$ cat src/rtl/demux1_8_reg_pkg.sv
// Shared sizing constants for the 1-to-8 result distribution path.
// Also used by the ALU result-select logic so both sides agree on channel count.
package demux1_8_reg_pkg;

    localparam int DEMUX_SEL_W = 3;
    localparam int DEMUX_NCH   = 8;

endpackage

$ cat src/rtl/demux1_8_reg_decoder3_8.sv
// Purely combinational 3-to-8 one-hot decoder for the channel select.
module decoder3_8
    import demux1_8_reg_pkg::*;
(
    input  logic [DEMUX_SEL_W-1:0] sel_i,
    output logic [DEMUX_NCH-1:0]   onehot_o
);

    // NOTE: assign a default first in always_comb so no path leaves a bit unassigned (no latch).
    always_comb begin
        onehot_o        = '0;
        onehot_o[sel_i] = 1'b1;
    end

endmodule

$ cat src/rtl/demux1_8_reg.sv
// Registered 1-to-8 demultiplexer: one input handshake, eight independently
// draining one-entry channel registers.
module demux1_8_reg
    import demux1_8_reg_pkg::*;
#(
    parameter int WIDTH = 8
) (
    input  logic                       clock,
    input  logic                       reset,
    input  logic                       in_valid,
    input  logic [WIDTH-1:0]           in_data,
    input  logic [DEMUX_SEL_W-1:0]     sel,
    output logic                       in_ready,
    output logic [DEMUX_NCH-1:0]       out_valid,
    output logic [DEMUX_NCH*WIDTH-1:0] out_data,
    input  logic [DEMUX_NCH-1:0]       out_ready
);

    logic [DEMUX_NCH-1:0] sel_onehot;
    logic [DEMUX_NCH-1:0] valid_q;
    logic [DEMUX_NCH-1:0] load;

    decoder3_8 u_decoder (
        .sel_i    (sel),
        .onehot_o (sel_onehot)
    );

    // Only the selected channel decides acceptance; other channels never stall the producer.
    assign in_ready = !valid_q[sel] | out_ready[sel];
    assign load     = sel_onehot & {DEMUX_NCH{in_valid & in_ready}};

    for (genvar g = 0; g < DEMUX_NCH; g++) begin : g_ch
        logic             valid_d;
        logic [WIDTH-1:0] data_q;
        logic [WIDTH-1:0] data_d;

        // A load wins over a drain so a draining channel can refill on the same edge.
        always_comb begin
            valid_d = valid_q[g];
            data_d  = data_q;
            if (load[g]) begin
                valid_d = 1'b1;
                data_d  = in_data;
            end else if (out_ready[g]) begin
                valid_d = 1'b0;
            end
        end

        // NOTE: sequential state uses non-blocking assignments so every flop samples pre-edge values.
        always_ff @(posedge clock or posedge reset) begin
            if (reset) begin
                valid_q[g] <= 1'b0;
                data_q     <= '0;
            end else begin
                valid_q[g] <= valid_d;
                data_q     <= data_d;
            end
        end

        assign out_data[g*WIDTH +: WIDTH] = data_q;
    end

    assign out_valid = valid_q;

endmodule

$ cat config.mk
export PLATFORM = sky130hd
export DESIGN_NAME = demux1_8_reg
export DESIGN_NICKNAME = d
export VERILOG_FILES = /design/src/rtl/demux1_8_reg_pkg.sv /design/src/rtl/demux1_8_reg_decoder3_8.sv /design/src/rtl/demux1_8_reg.sv
export SDC_FILE = /design/constraint.sdc
export NUM_CORES = 1
export LEC_CHECK = 0
export ABC_AREA = 1
export BUFFER_PORTS_ARGS = -buffer_cell sky130_fd_sc_hd__buf_2
export CAP_MARGIN = 40
export CORE_MARGIN = 2
export CORE_UTILIZATION = 47
export DETAILED_ROUTE_END_ITERATION = 8
export PLACE_DENSITY = 0.76
export SYNTH_ARGS = -nofsm -noshare
export SYNTH_HDL_FRONTEND = slang
export SYNTH_SLANG_ARGS = --single-unit
export TNS_END_PERCENT = 20
$ cat constraint.sdc
create_clock -name clock -period 1.9 [get_ports clock]
set_clock_uncertainty 0.05 [all_clocks]
set_input_delay 0.19 -clock clock [delete_from_list [all_inputs] [get_ports clock]]
set_output_delay 0.19 -clock clock [all_outputs]
set_load 0.02 [all_outputs]
==> impl_results.md <==
* Worst relative slew slack at 69.99%
* P_sw at 0.001640 W
* Max Clock Freq at 546.6 MHz
* GPL Wtd Cong at 0.8769
* Internal at 0.003051 W
* Total gr overflow at 0
* N_diodes at 0
* Row cnt at 30
* #FFs+latches synth at 72
* Vias/cell at 5.501
* Sw Ratio at 34.96%
* Power per standard cell area at 1125 nW/um^2
* Die Wd at 87.50 um
* Power share of the clock group at 28.7%
* Area of the mapped netlist at 3277 um^2
* Flop pwr share at 43.3%
* LEAKAGE at 2.261 nW
* Yosys top cell area share at 54.98%
* Hold Crit Class: in -> reg
* Slew Limit Fails at 0
* Sink Count at 72
* Core area at 6756 um^2
* Final Total Pwr at 0.004691 W
* Maximum capacitance violations at 0
* GRT Total Usage at 25.18%
* Initial antenna violation count at 0
* Distinct cells, synth at 22
* Initial DRC count at 298
* Via count at 3042
* Unrepaired setup endpoints after global routing: false
* Die Span Y at 87.50 um
* Die area at 7656 um^2
* NumNets Final at 490
* Final ANT Viol Nets at 0
* Startpoint Class: input port
* Post-DP HPWL at 6297 um
* Clk Latency, worst-skew pair at 0.34 ns
* Mean routed wirelength per cell at 16.53 um
* Layout cells sized above 1 at 31.92%
* Drt pass-1 iters at 7
* Final-layout fill cell count at 610
* Synthesis-to-layout area growth at 27.26%
* Crit-path slowest cell: dlygate4sd3_1
* Top cell type by total area after synthesis: dfrtp_1
* Hold slack at 0.03398 ns
* Largest net degree at the start of global routing at 54
* Mean area per synthesized cell at 8.978 um^2
* Tmin final at 1.829 ns
* H-tree levels at 3
* DRC Markers at 0
* Clock transition at path regs at 0.08 ns
* Final hold vios at 0
* First-pass GRT wire length at 14460 um
* Sequential share of the synthesized area at 54.98%
* Endpoints failing setup at 0
* VDD IR max at 0.5578 mV
* CTS root buf: clkbuf_8
* Warning count from the yosys run at 0
* Crit path required time at 1.66 ns
* Port bufs at 94
* Worst path max stage delay at 0.55 ns
* Synthesized instance count at 365
* Comb pwr share at 28.0%
* Num CTS Buffers at 9
* Number of global-route vias before repair at 2795
* CTS Buffer Depth at 2
* CP delay by family, top: buffers and inverters
* Measured slew at the worst slew-check pin at 0.4492 ns
* Setup TNS at 0 ns
* CTS tree: built
* I/O pin count at 95
* Status: finished, final reports clean
* Initial core utilization at 48.50%
* Worst setup EP type: output port
* CP arrival at 1.59 ns
* Largest fanout on the critical path at 3
* Synth area leaders: dfrtp_1, nand2_1, nand4_1, nand3_4, nor3_2
* Cell repeated most along the worst path: buf_2
* Critical-path cell list: dlygate4sd3_1 -> buf_2 -> nand4_1 -> nand3_1 -> nor2_2 -> nand2_4 -> buf_2
* Setup Crit Path Kind: in -> out
* Drt total wl at 9139 um
* Syn Nets at 387
* Tcrit/Tclk final at 96.28%
* CP bufs+invs at 3
[cells by family (layout without fill, tap and decap cells)]
logic type      Yosys count  count (layout)  synth area share, %
compound gates           11              11                1.680
simple gates            240             241                37.19
flops                    72              72                54.98
buf+inv                  42             149                6.147
[power by group through the flow]
| stage | clock, W | combinational (W) | sequential (W) |
|---|---|---|---|
| floorplan | 0 | 0.000412 | 0.00244 |
| global placement | 0 | 0.00127 | 0.00205 |
| detailed placement | 0 | 0.00130 | 0.00206 |
| CTS | 0.00137 | 0.00132 | 0.00203 |
| global route | 0.00143 | 0.00144 | 0.00207 |
| finish | 0.00135 | 0.00131 | 0.00203 |
[worst register-to-register path: cells and delay by family, from the launching register on]
family	cells	cell delay (ns)
buf+inv	2	0.30
compound gates	1	0.08
simple gates	9	0.70
flops	1	0.45
[stage by stage]
step | area [um^2] | setup slack [ns] | std cells | util (%)
2_1_floorplan | 3281 | 0.4140 | 365 | -
3_3_place_gp | 3851 | 0.1482 | 528 | 57.00
3_5_place_dp | 3851 | 0.08196 | 528 | 57.00
4_1_cts | 4167 | 0.06901 | 553 | 61.67
5_1_grt | 4170 | 0.01959 | 553 | 61.72
6_report | 4170 | 0.07063 | 553 | 61.72
[cells in the mapped netlist]
cell type / number
o21ai_1: 6
o21ai_0: 5
clkbuf_1: 11
buf_2: 7
nand3_4: 5
inv_2: 3
nand3_1: 4
or2_1: 1
buf_4: 2
clkbuf_2: 1
buf_8: 1
nand2_4: 1
nand4_1: 68
inv_1: 12
nor2_2: 3
dfrtp_1: 72
nand3_2: 3
nand2_1: 147
buf_1: 3
nor3_2: 6
nor2_1: 2
buf_6: 2
[final timing paths]
check	end	from	slack, ns	depth (start not counted)
setup / recovery	in_ready	out_ready[7]	0.07	7
hold / removal	out_valid[1]$_DFFE_PP0P_	out_ready[1]	0.03	2
setup reg to reg	g_ch[7].data_q[0]$_DFFE_PP0P_	out_valid[1]$_DFFE_PP0P_	0.19	12
hold reg to reg	g_ch[2].data_q[2]$_DFFE_PP0P_	g_ch[2].data_q[2]$_DFFE_PP0P_	0.42	2
max in group asynchronous	g_ch[6].data_q[2]$_DFFE_PP0P_	reset	0.84	4
min in group asynchronous	g_ch[1].data_q[3]$_DFFE_PP0P_	reset	0.35	3
[final cells by class]
type                       instances  area (um^2)  area share, %
clock buffer                      12        145.1          3.480
timing repair buffer             118        703.2          16.86
tap                               80        100.1          2.400
clock inverter                     4        76.32          1.830
multi-input combinational        252         1282          30.75
sequential                        72         1803          43.23
inverter                          15        60.06          1.440
[what timing repair did]
| item | CTS | global route |
|---|---|---|
| resized for setup | 0 | 2 |
| hold buffers | 6 | 0 |
| pin swaps | 1 | 0 |
| cloned | 1 | 0 |
| setup endpoints to repair | 1 | 18 |
| setup buffers | 2 | 0 |
| endpoints found under the hold margin | 24 | 0 |
[layout by cell type, fill, tap and decap left out, types with 4 or more instances in the layout]
| master | count |
|---|---|
| nand3_4 | 5 |
| clkbuf_8 | 10 |
| nor3_2 | 6 |
| nand2_1 | 146 |
| o21ai_0 | 5 |
| buf_4 | 15 |
| o21ai_1 | 6 |
| nand3_1 | 4 |
| inv_1 | 11 |
| buf_2 | 94 |
| nand4_1 | 68 |
| dlygate4sd3_1 | 6 |
| dfrtp_1 | 71 |
[sequential cells by signal (all words and copies together), names as in the netlist]
register,cells
g_ch.data_q,64
out_valid,8
[routing by layer]
metal / global-route usage, % / wire [um] / vias to the layer above
met5: 0 / 0 / -
met4: 9.930 / 143 / 0
met3: 4.929 / 749 / 13
met2: 39.26 / 4366 / 143
met1: 34.85 / 3879 / 1442
li1: - / - / 1444
Power figures use the tool's default switching activity.
